==> config.mk <==
export PLATFORM = sky130hd
export DESIGN_NAME = ps2_rx
export DESIGN_NICKNAME = d
export VERILOG_FILES = /design/src/rtl/ps2_pkg.sv /design/src/rtl/ps2_filter.sv /design/src/rtl/ps2_rx.sv
export SDC_FILE = /design/constraint.sdc
export NUM_CORES = 1
export LEC_CHECK = 0
export BUFFER_PORTS_ARGS = -buffer_cell sky130_fd_sc_hd__buf_2
export CAP_MARGIN = 20
export CORE_MARGIN = 2
export CORE_UTILIZATION = 35
export CTS_BUF_LIST = sky130_fd_sc_hd__clkbuf_8
export DETAILED_ROUTE_END_ITERATION = 12
export PLACE_DENSITY = 0.62
export SLEW_MARGIN = 10
export SYNTH_ARGS = -nofsm -noshare
export SYNTH_HDL_FRONTEND = slang
export SYNTH_SLANG_ARGS = --single-unit
==> constraint.sdc <==
create_clock -name clk -period 3.4 [get_ports clk]
set_input_delay 0.85 -clock clk [delete_from_list [all_inputs] [get_ports clk]]
set_output_delay 0.85 -clock clk [all_outputs]
set_load 0.05 [all_outputs]
==> src/rtl/ps2_pkg.sv <==
// Shared types and constants for the PS/2 keyboard receiver.
package ps2_pkg;

  typedef enum logic [1:0] {
    StIdle,
    StData,
    StParity,
    StStop
  } ps2_state_e;

  localparam logic [7:0] PS2_EXT = 8'hE0;
  localparam logic [7:0] PS2_BRK = 8'hF0;

endpackage

==> src/rtl/ps2_filter.sv <==
// Synchroniser, glitch filter and falling-edge strobe for the device-driven PS/2 clock.
module ps2_filter #(
  parameter int unsigned FILTER_LEN = 8
) (
  input  logic clk_i,
  input  logic rst_ni,
  input  logic raw_i,
  output logic level_o,
  output logic fall_o
);

  localparam int unsigned CntW = $clog2(FILTER_LEN + 1);

  logic [1:0]      sync_q;
  logic [CntW-1:0] cnt_q, cnt_d;
  logic            level_q, level_d;
  logic            fall_q, fall_d;

  // cnt_q counts consecutive synchronised samples that disagree with the filtered level
  always_comb begin
    cnt_d   = '0;
    level_d = level_q;
    fall_d  = 1'b0;
    if (sync_q[1] != level_q) begin
      if (cnt_q == CntW'(FILTER_LEN - 1)) begin
        level_d = sync_q[1];
        fall_d  = ~sync_q[1];
      end else begin
        cnt_d = cnt_q + 1'b1;
      end
    end
  end

  // Idle PS/2 lines are high, so reset to 1 to avoid a false edge after reset
  always_ff @(posedge clk_i or negedge rst_ni) begin
    if (!rst_ni) begin
      sync_q  <= 2'b11;
      cnt_q   <= '0;
      level_q <= 1'b1;
      fall_q  <= 1'b0;
    end else begin
      sync_q  <= {sync_q[0], raw_i};
      cnt_q   <= cnt_d;
      level_q <= level_d;
      fall_q  <= fall_d;
    end
  end

  assign level_o = level_q;
  assign fall_o  = fall_q;

endmodule

==> src/rtl/ps2_rx.sv <==
// PS/2 keyboard receiver: deserialises frames and folds E0/F0 prefixes into flags.
module ps2_rx
  import ps2_pkg::*;
#(
  parameter int unsigned FILTER_LEN  = 8,
  parameter int unsigned TIMEOUT_CYC = 100000
) (
  input  logic       clk,
  input  logic       rst,
  input  logic       ps2_clk,
  input  logic       ps2_data,
  output logic [7:0] code,
  output logic       code_valid,
  output logic       is_break,
  output logic       is_ext,
  output logic       frame_err,
  output logic       rx_busy
);

  localparam int unsigned TmoW = $clog2(TIMEOUT_CYC + 1);

  logic       clk_level;
  logic       fall;
  logic [1:0] data_sync_q;
  logic       data_s;

  ps2_filter #(
    .FILTER_LEN(FILTER_LEN)
  ) u_clk_filter (
    .clk_i  (clk),
    .rst_ni (rst),
    .raw_i  (ps2_clk),
    .level_o(clk_level),
    .fall_o (fall)
  );

  always_ff @(posedge clk or negedge rst) begin
    if (!rst) data_sync_q <= 2'b11;
    else      data_sync_q <= {data_sync_q[0], ps2_data};
  end
  assign data_s = data_sync_q[1];

  ps2_state_e      state_q, state_d;
  logic [2:0]      bitcnt_q, bitcnt_d;
  logic [7:0]      shift_q, shift_d;
  logic            parity_q, parity_d;
  logic            ext_q, ext_d;
  logic            brk_q, brk_d;
  logic [TmoW-1:0] tmo_q, tmo_d;
  logic [7:0]      code_q, code_d;
  logic            is_break_q, is_break_d;
  logic            is_ext_q, is_ext_d;
  logic            code_valid_q, code_valid_d;
  logic            frame_err_q, frame_err_d;

  always_comb begin
    state_d      = state_q;
    bitcnt_d     = bitcnt_q;
    shift_d      = shift_q;
    parity_d     = parity_q;
    ext_d        = ext_q;
    brk_d        = brk_q;
    tmo_d        = '0;
    code_d       = code_q;
    is_break_d   = is_break_q;
    is_ext_d     = is_ext_q;
    code_valid_d = 1'b0;
    frame_err_d  = 1'b0;

    if (fall) begin
      unique case (state_q)
        StIdle: begin
          if (!data_s) begin
            state_d  = StData;
            bitcnt_d = '0;
          end
        end
        StData: begin
          shift_d  = {data_s, shift_q[7:1]};
          bitcnt_d = bitcnt_q + 1'b1;
          if (bitcnt_q == 3'd7) state_d = StParity;
        end
        StParity: begin
          parity_d = data_s;
          state_d  = StStop;
        end
        StStop: begin
          state_d = StIdle;
          if (data_s && (^shift_q ^ parity_q)) begin
            if (shift_q == PS2_EXT) begin
              ext_d = 1'b1;
            end else if (shift_q == PS2_BRK) begin
              brk_d = 1'b1;
            end else begin
              code_d       = shift_q;
              is_ext_d     = ext_q;
              is_break_d   = brk_q;
              code_valid_d = 1'b1;
              ext_d        = 1'b0;
              brk_d        = 1'b0;
            end
          end else begin
            frame_err_d = 1'b1;
            ext_d       = 1'b0;
            brk_d       = 1'b0;
          end
        end
        default: state_d = StIdle;
      endcase
    end else if (state_q != StIdle) begin
      // A fall event in the same cycle takes priority over the abort
      if (tmo_q == TmoW'(TIMEOUT_CYC - 1)) begin
        frame_err_d = 1'b1;
        state_d     = StIdle;
        ext_d       = 1'b0;
        brk_d       = 1'b0;
      end else begin
        tmo_d = tmo_q + 1'b1;
      end
    end
  end

  always_ff @(posedge clk or negedge rst) begin
    if (!rst) begin
      state_q      <= StIdle;
      bitcnt_q     <= '0;
      shift_q      <= '0;
      parity_q     <= 1'b0;
      ext_q        <= 1'b0;
      brk_q        <= 1'b0;
      tmo_q        <= '0;
      code_q       <= '0;
      is_break_q   <= 1'b0;
      is_ext_q     <= 1'b0;
      code_valid_q <= 1'b0;
      frame_err_q  <= 1'b0;
    end else begin
      state_q      <= state_d;
      bitcnt_q     <= bitcnt_d;
      shift_q      <= shift_d;
      parity_q     <= parity_d;
      ext_q        <= ext_d;
      brk_q        <= brk_d;
      tmo_q        <= tmo_d;
      code_q       <= code_d;
      is_break_q   <= is_break_d;
      is_ext_q     <= is_ext_d;
      code_valid_q <= code_valid_d;
      frame_err_q  <= frame_err_d;
    end
  end

  assign code       = code_q;
  assign code_valid = code_valid_q;
  assign is_break   = is_break_q;
  assign is_ext     = is_ext_q;
  assign frame_err  = frame_err_q;
  assign rx_busy    = (state_q != StIdle);

  logic unused_level;
  assign unused_level = clk_level;

endmodule

Word-level counts from Yosys, hierarchy flattened. Index checks and enable logic that the tools add are counted.

Register bits after elaboration: 55. Input bits: 4. Output and inout bits: 13. Word-level logic and storage cells: 91.

Add/subtract/negate cells: 3. Equal/unequal tests: 15. Muxes and demuxes: 37. Bitwise operators: 4. Reduce and logical (&&, ||, !) cells: 15.

Operators with widths (number): 2-to-1 mux 17 bit (3); 2-to-1 mux 1 bit (24); adder 17 x 1 -> 17 bit, second input constant (1); equality test 17 bit, second input constant (1); equality test 8 bit, second input constant (2); AND reduction 4 bit (3); 2-to-1 mux 2 bit (5); inequality test 3 bit, second input constant (3); 2-to-1 mux 4 bit (2); one-hot mux 2 bit (4 select lines) (1); nonzero test 2 bit (4); parity 8 bit (1); one-hot mux 3 bit (2 select lines) (1); AND reduction 2 bit (3); AND reduction 5 bit (1); adder 4 x 1 -> 4 bit, second input constant (1); equality test 2 bit, second input constant (2); equality test 4 x 3 -> 1 bit, second input constant (1); inequality test 2 bit, second input constant (2); inequality test 4 bit, second input constant (1); adder 3 x 1 -> 3 bit, second input constant (1); equality test 3 bit, second input constant (1); 2-to-1 mux 3 bit (1); inverter 1 bit (3); 6 further kinds (6).

Depth between registers and ports, before layout.
Word-level depth: 6. Depth in mapped cells: 8.

Hierarchy. A second synthesis with hierarchy kept.

Cell total of the unflattened synthesis: 224. Area total of the unflattened synthesis: 2638.8 µm².

Modules (own cells, without submodules): ps2_rx (times used 1, cells each 203, area an instance 2317.2 µm²); ps2_filter (times used 1, cells each 21, area an instance 321.6 µm²).

Worst setup path after synthesis. Ideal clock, no wire load.

Kind: flip-flop to flip-flop. Start: register shift_q[1]. End: register code_q[0] (netlist: code[0]). Setup time: 0.125 ns. Data arrival time: 1.923 ns. Required time: 3.275 ns. Path slack: 1.352 ns. Cell stages (with the launch flop): 9. Buffers on the path: 1. Period minus slack after synthesis: 2.048 ns. Cells stage by stage: dfrtp_1 > inv_1 > ha_1 > xnor3_1 > xnor2_1 > and2_4 > nand4_4 > buf_6 > mux2_4.

Word-level cells in the longest chain between the ends: 4. Elaborated cells on any way between the ends: 8. Classes of those cells: 2 x eq/ne; 3 x bitwise; 3 x reduce/logical.

Ends and longest elaborated chain: start: declaration (line ps2_rx.sv:45) `logic [7:0] shift_q, shift_d;`; start signal: assignment (line ps2_rx.sv:140) `shift_q <= shift_d;`; parity 8 bit (line ps2_rx.sv:89) `if (data_s && (^shift_q ^ parity_q)) begin`; bitwise XOR 1 bit (line ps2_rx.sv:89); logical AND 1 bit (line ps2_rx.sv:89); AND reduction 5 bit (no source line) (*); end signal: assignment (line ps2_rx.sv:145) `code_q <= code_d;`; end: declaration (line ps2_rx.sv:50) `logic [7:0] code_q, code_d;`.

Mark *: on every way between the ends. The rest lies on a longest branch, timed or not. A chain may end at the register's enable or synchronous reset.

Final worst setup path.
Start: register state_q[0]. End: output rx_busy.

Word-level cells in the longest chain between the ends: 1.

Ends and longest elaborated chain: start: declaration (line ps2_rx.sv:43) `ps2_state_e state_q, state_d;`; start signal: assignment (line ps2_rx.sv:125) `state_q <= StIdle;`; start signal: assignment (line ps2_rx.sv:138) `state_q <= state_d;`; nonzero test 2 bit (line ps2_rx.sv:158) `assign rx_busy = (state_q != StIdle);`; end: declaration (line ps2_rx.sv:17) `output logic rx_busy`.

Every way passes these cells.

==> run summary <==
Worst Setup Start Kind: flip-flop
Share of cells above drive strength 1: 18.70%
I/O Pins: 17
Die Y: 89.94 um
Synth-to-layout area growth: 11.33%
Commonest non-fill, non-tap cell in the layout: dfrtp_1
FMAX: 426.0 MHz
Peak supply drop: 0.2237 mV
Ant. Diodes: 0
Slew headroom: 53.69%
Worst-path clk slew: 0.10 ns
YS warnings: 0
Postcts setup bufs: 0
DR WL/cell: 11.93 um
Clk_skew: 0.008760 ns
Post_cts resized: 0
Outcome: complete, no violations
Static leakage: 1.345 nW
DP Worst Slack: 1.179 ns
Drt drc: 0
Flops & latches, synth: 55
Hold-fix buffers, CTS: 0
R2r startpoint: shift_q[1]$_DFFE_PN0P_
Setup tns final: 0 ns
Unrepaired setup endpoints after global routing: no
Final-report hold violation count: 0
Cts bufs inserted: 5
Synth Net Count: 245
Vias: 1569
Post-synthesis sequential area ratio: 53.48%
Avg Cell Area, Syn: 11.34 um2
Post-synth cell types: 40
CORE AREA: 7214 um2
Setup Viol. Count Final: 0
Worst setup margin: 1.053 ns
Ys async rst share: 100.0%
Max_cap viols: 0
Detailed Routing Iterations Pass 1: 4
Global-route wire length before repair: 7410 um
Worst R2R Path Depth: 7
Reg2reg end: code[0]$_DFFE_PN0P_
H-Tree Depth: 2
Fin cells: 345
Crit path to: rx_busy
Syn Std Cell Area: 2585 um2
DR iter-0 viols: 42
CTS tree: yes
Tcrit/Tclk final: 69.04%
Part of the power in registers: 58.2%
Fillers: 709
Max Slew Vio Count: 0
Slew @ Worst Pin: 0.6947 ns
Die area: 8089 um2
Final-stage net count: 262
Clock network fraction of design power: 37.0%
Most used DFF post-synth: dfrtp_1
Worst Hold Class: flip-flop to flip-flop
Smallest hold slack: 0.3605 ns
Power per standard cell area: 415.9 nW/um2
Initial antenna violation count: 0
Global route total overflow: 0
Most frequent cells in the layout: dfrtp_1, nor2_1, nand2_1
Final GP Congestion: 0.7646
Vias in the first global route: 1583
Worst-skew pair later-pin latency: 0.31 ns
Final WL: 4115 um
CTS root buf: clkbuf_8
Maximum number of pins on one net before global-route repair: 56
Psw: 0.2518 mW
WP data required: 2.55 ns
Final Critical Period: 2.347 ns
Clock Path Buffers: 2
Total GRT Usage: 11.22%
Starting Density: 35.83%
Logic gate share of total power: 4.8%
R2r setup slk: 1.19 ns
DPL Wire Length: 2847 um
DP Cell Count: 337
Net Sw Frac: 21.04%
Antenna-violating nets left: 0
IO Port Bufs: 16
Post-synth EDFFs: 0
Critical Path Source: state_q[0]$_DFFE_PN0P_
Worst path arrival time: 1.50 ns
Die X: 89.94 um
Vias per cell: 4.548
Post-Syn Instances: 228
Crit. End Element: output pin
Crit path kind: flip-flop to output pin
Row count: 31
CP max FO: 9
Internal Power: 0.9449 mW
CTS sink count: 55
[area by class of cell]
type | instances | area [um2] | share of cell area, %
flip-flops and latches | 55 | 1383 | 48.04
inverters | 12 | 45.04 | 1.565
repair buffers | 17 | 87.58 | 3.043
well taps | 99 | 123.9 | 4.304
clock inverters | 2 | 35.03 | 1.217
clock buffers | 6 | 82.58 | 2.870
multi-input cells | 154 | 1121 | 38.96
[metal layers]
layer | track usage (%) | routed length [um]
met1 | 15.06 | 2065
met2 | 17.61 | 1835
met3 | 2.850 | 145
met4 | 4.231 | 70
met5 | 0 | 0
[how the worst min path moves through the flow]
| stage | to | from | depth (start not counted) |
|---|---|---|---|
| finish | u_clk_filter.sync_q[1]$_DFF_PN1_ | u_clk_filter.sync_q[0]$_DFF_PN1_ | 0 |
| global route | u_clk_filter.sync_q[1]$_DFF_PN1_ | u_clk_filter.sync_q[0]$_DFF_PN1_ | 0 |
| CTS | u_clk_filter.sync_q[1]$_DFF_PN1_ | u_clk_filter.sync_q[0]$_DFF_PN1_ | 0 |
| detailed placement | u_clk_filter.sync_q[1]$_DFF_PN1_ | u_clk_filter.sync_q[0]$_DFF_PN1_ | 0 |
| global placement | u_clk_filter.sync_q[1]$_DFF_PN1_ | u_clk_filter.sync_q[0]$_DFF_PN1_ | 0 |
| floorplan | data_sync_q[1]$_DFF_PN1_ | data_sync_q[0]$_DFF_PN1_ | 0 |
[sequential cells by signal, summed over array words and instances (netlist names), 2 cells and up]
register             cells
u_clk_filter.sync_q      2
tmo_q                   17
u_clk_filter.cnt_q       4
shift_q                  8
data_sync_q              2
bitcnt_q                 3
code                     8
state_q                  2
[Yosys cell counts, drive strengths merged, types with 2 or more instances]
cell | instances | area share, %
ha | 13 | 6.3
dfrtp | 50 | 48
and2 | 2 | 0.58
nor3b | 2 | 0.58
o21ai | 12 | 2.3
mux2 | 13 | 7.0
a32o | 3 | 1.2
and4 | 2 | 0.68
inv | 12 | 1.7
clkbuf | 4 | 0.58
nor2 | 24 | 3.5
a21oi | 4 | 0.77
xor2 | 9 | 3.0
nand4 | 5 | 1.8
dfstp | 5 | 5.1
buf | 3 | 0.82
nor3 | 4 | 0.77
nor2b | 3 | 0.73
nor4bb | 2 | 0.77
nand3 | 8 | 1.5
nand2 | 22 | 3.2
and3 | 3 | 0.73
xnor2 | 10 | 3.4
[critical path: stages, from the launching register on]
cell,delay [ns]
dfrtp_1,0.43
inv_1,0.09
ha_1,0.34
inv_1,0.10
buf_2,0.22
[power by group through the flow]
stage / Clock (mW) / Sequential, mW / Combinational (mW)
after global placement: 0 / 0.708 / 0.0581
after detailed placement: 0 / 0.710 / 0.0596
after floorplan: 0 / 0.706 / 0.0372
final: 0.443 / 0.697 / 0.0569
after global routing: 0.486 / 0.701 / 0.0654
after CTS: 0.464 / 0.697 / 0.0599
[cell families (layout without fill, tap and decap cells)]
logic type,after synthesis,after routing,synth area share [%]
compound gates,25,25,6.196
buf+inv,19,37,3.146
mux,14,14,7.357
fa+ha+maj,13,13,6.293
simple gates,82,82,16.22
flops,55,55,53.49
xor+xnor,20,20,7.309
[through the flow]
stage | util [%] | area (um2) | power (mW)
after floorplan | - | 2585 | 0.7430
after global placement | 38.26 | 2760 | 0.7663
after detailed placement | 38.26 | 2760 | 0.7694
after CTS | 39.89 | 2878 | 1.222
after global routing | 39.89 | 2878 | 1.253
final | 39.89 | 2878 | 1.197
No activity file was read; power rests on OpenSTA's default activity.
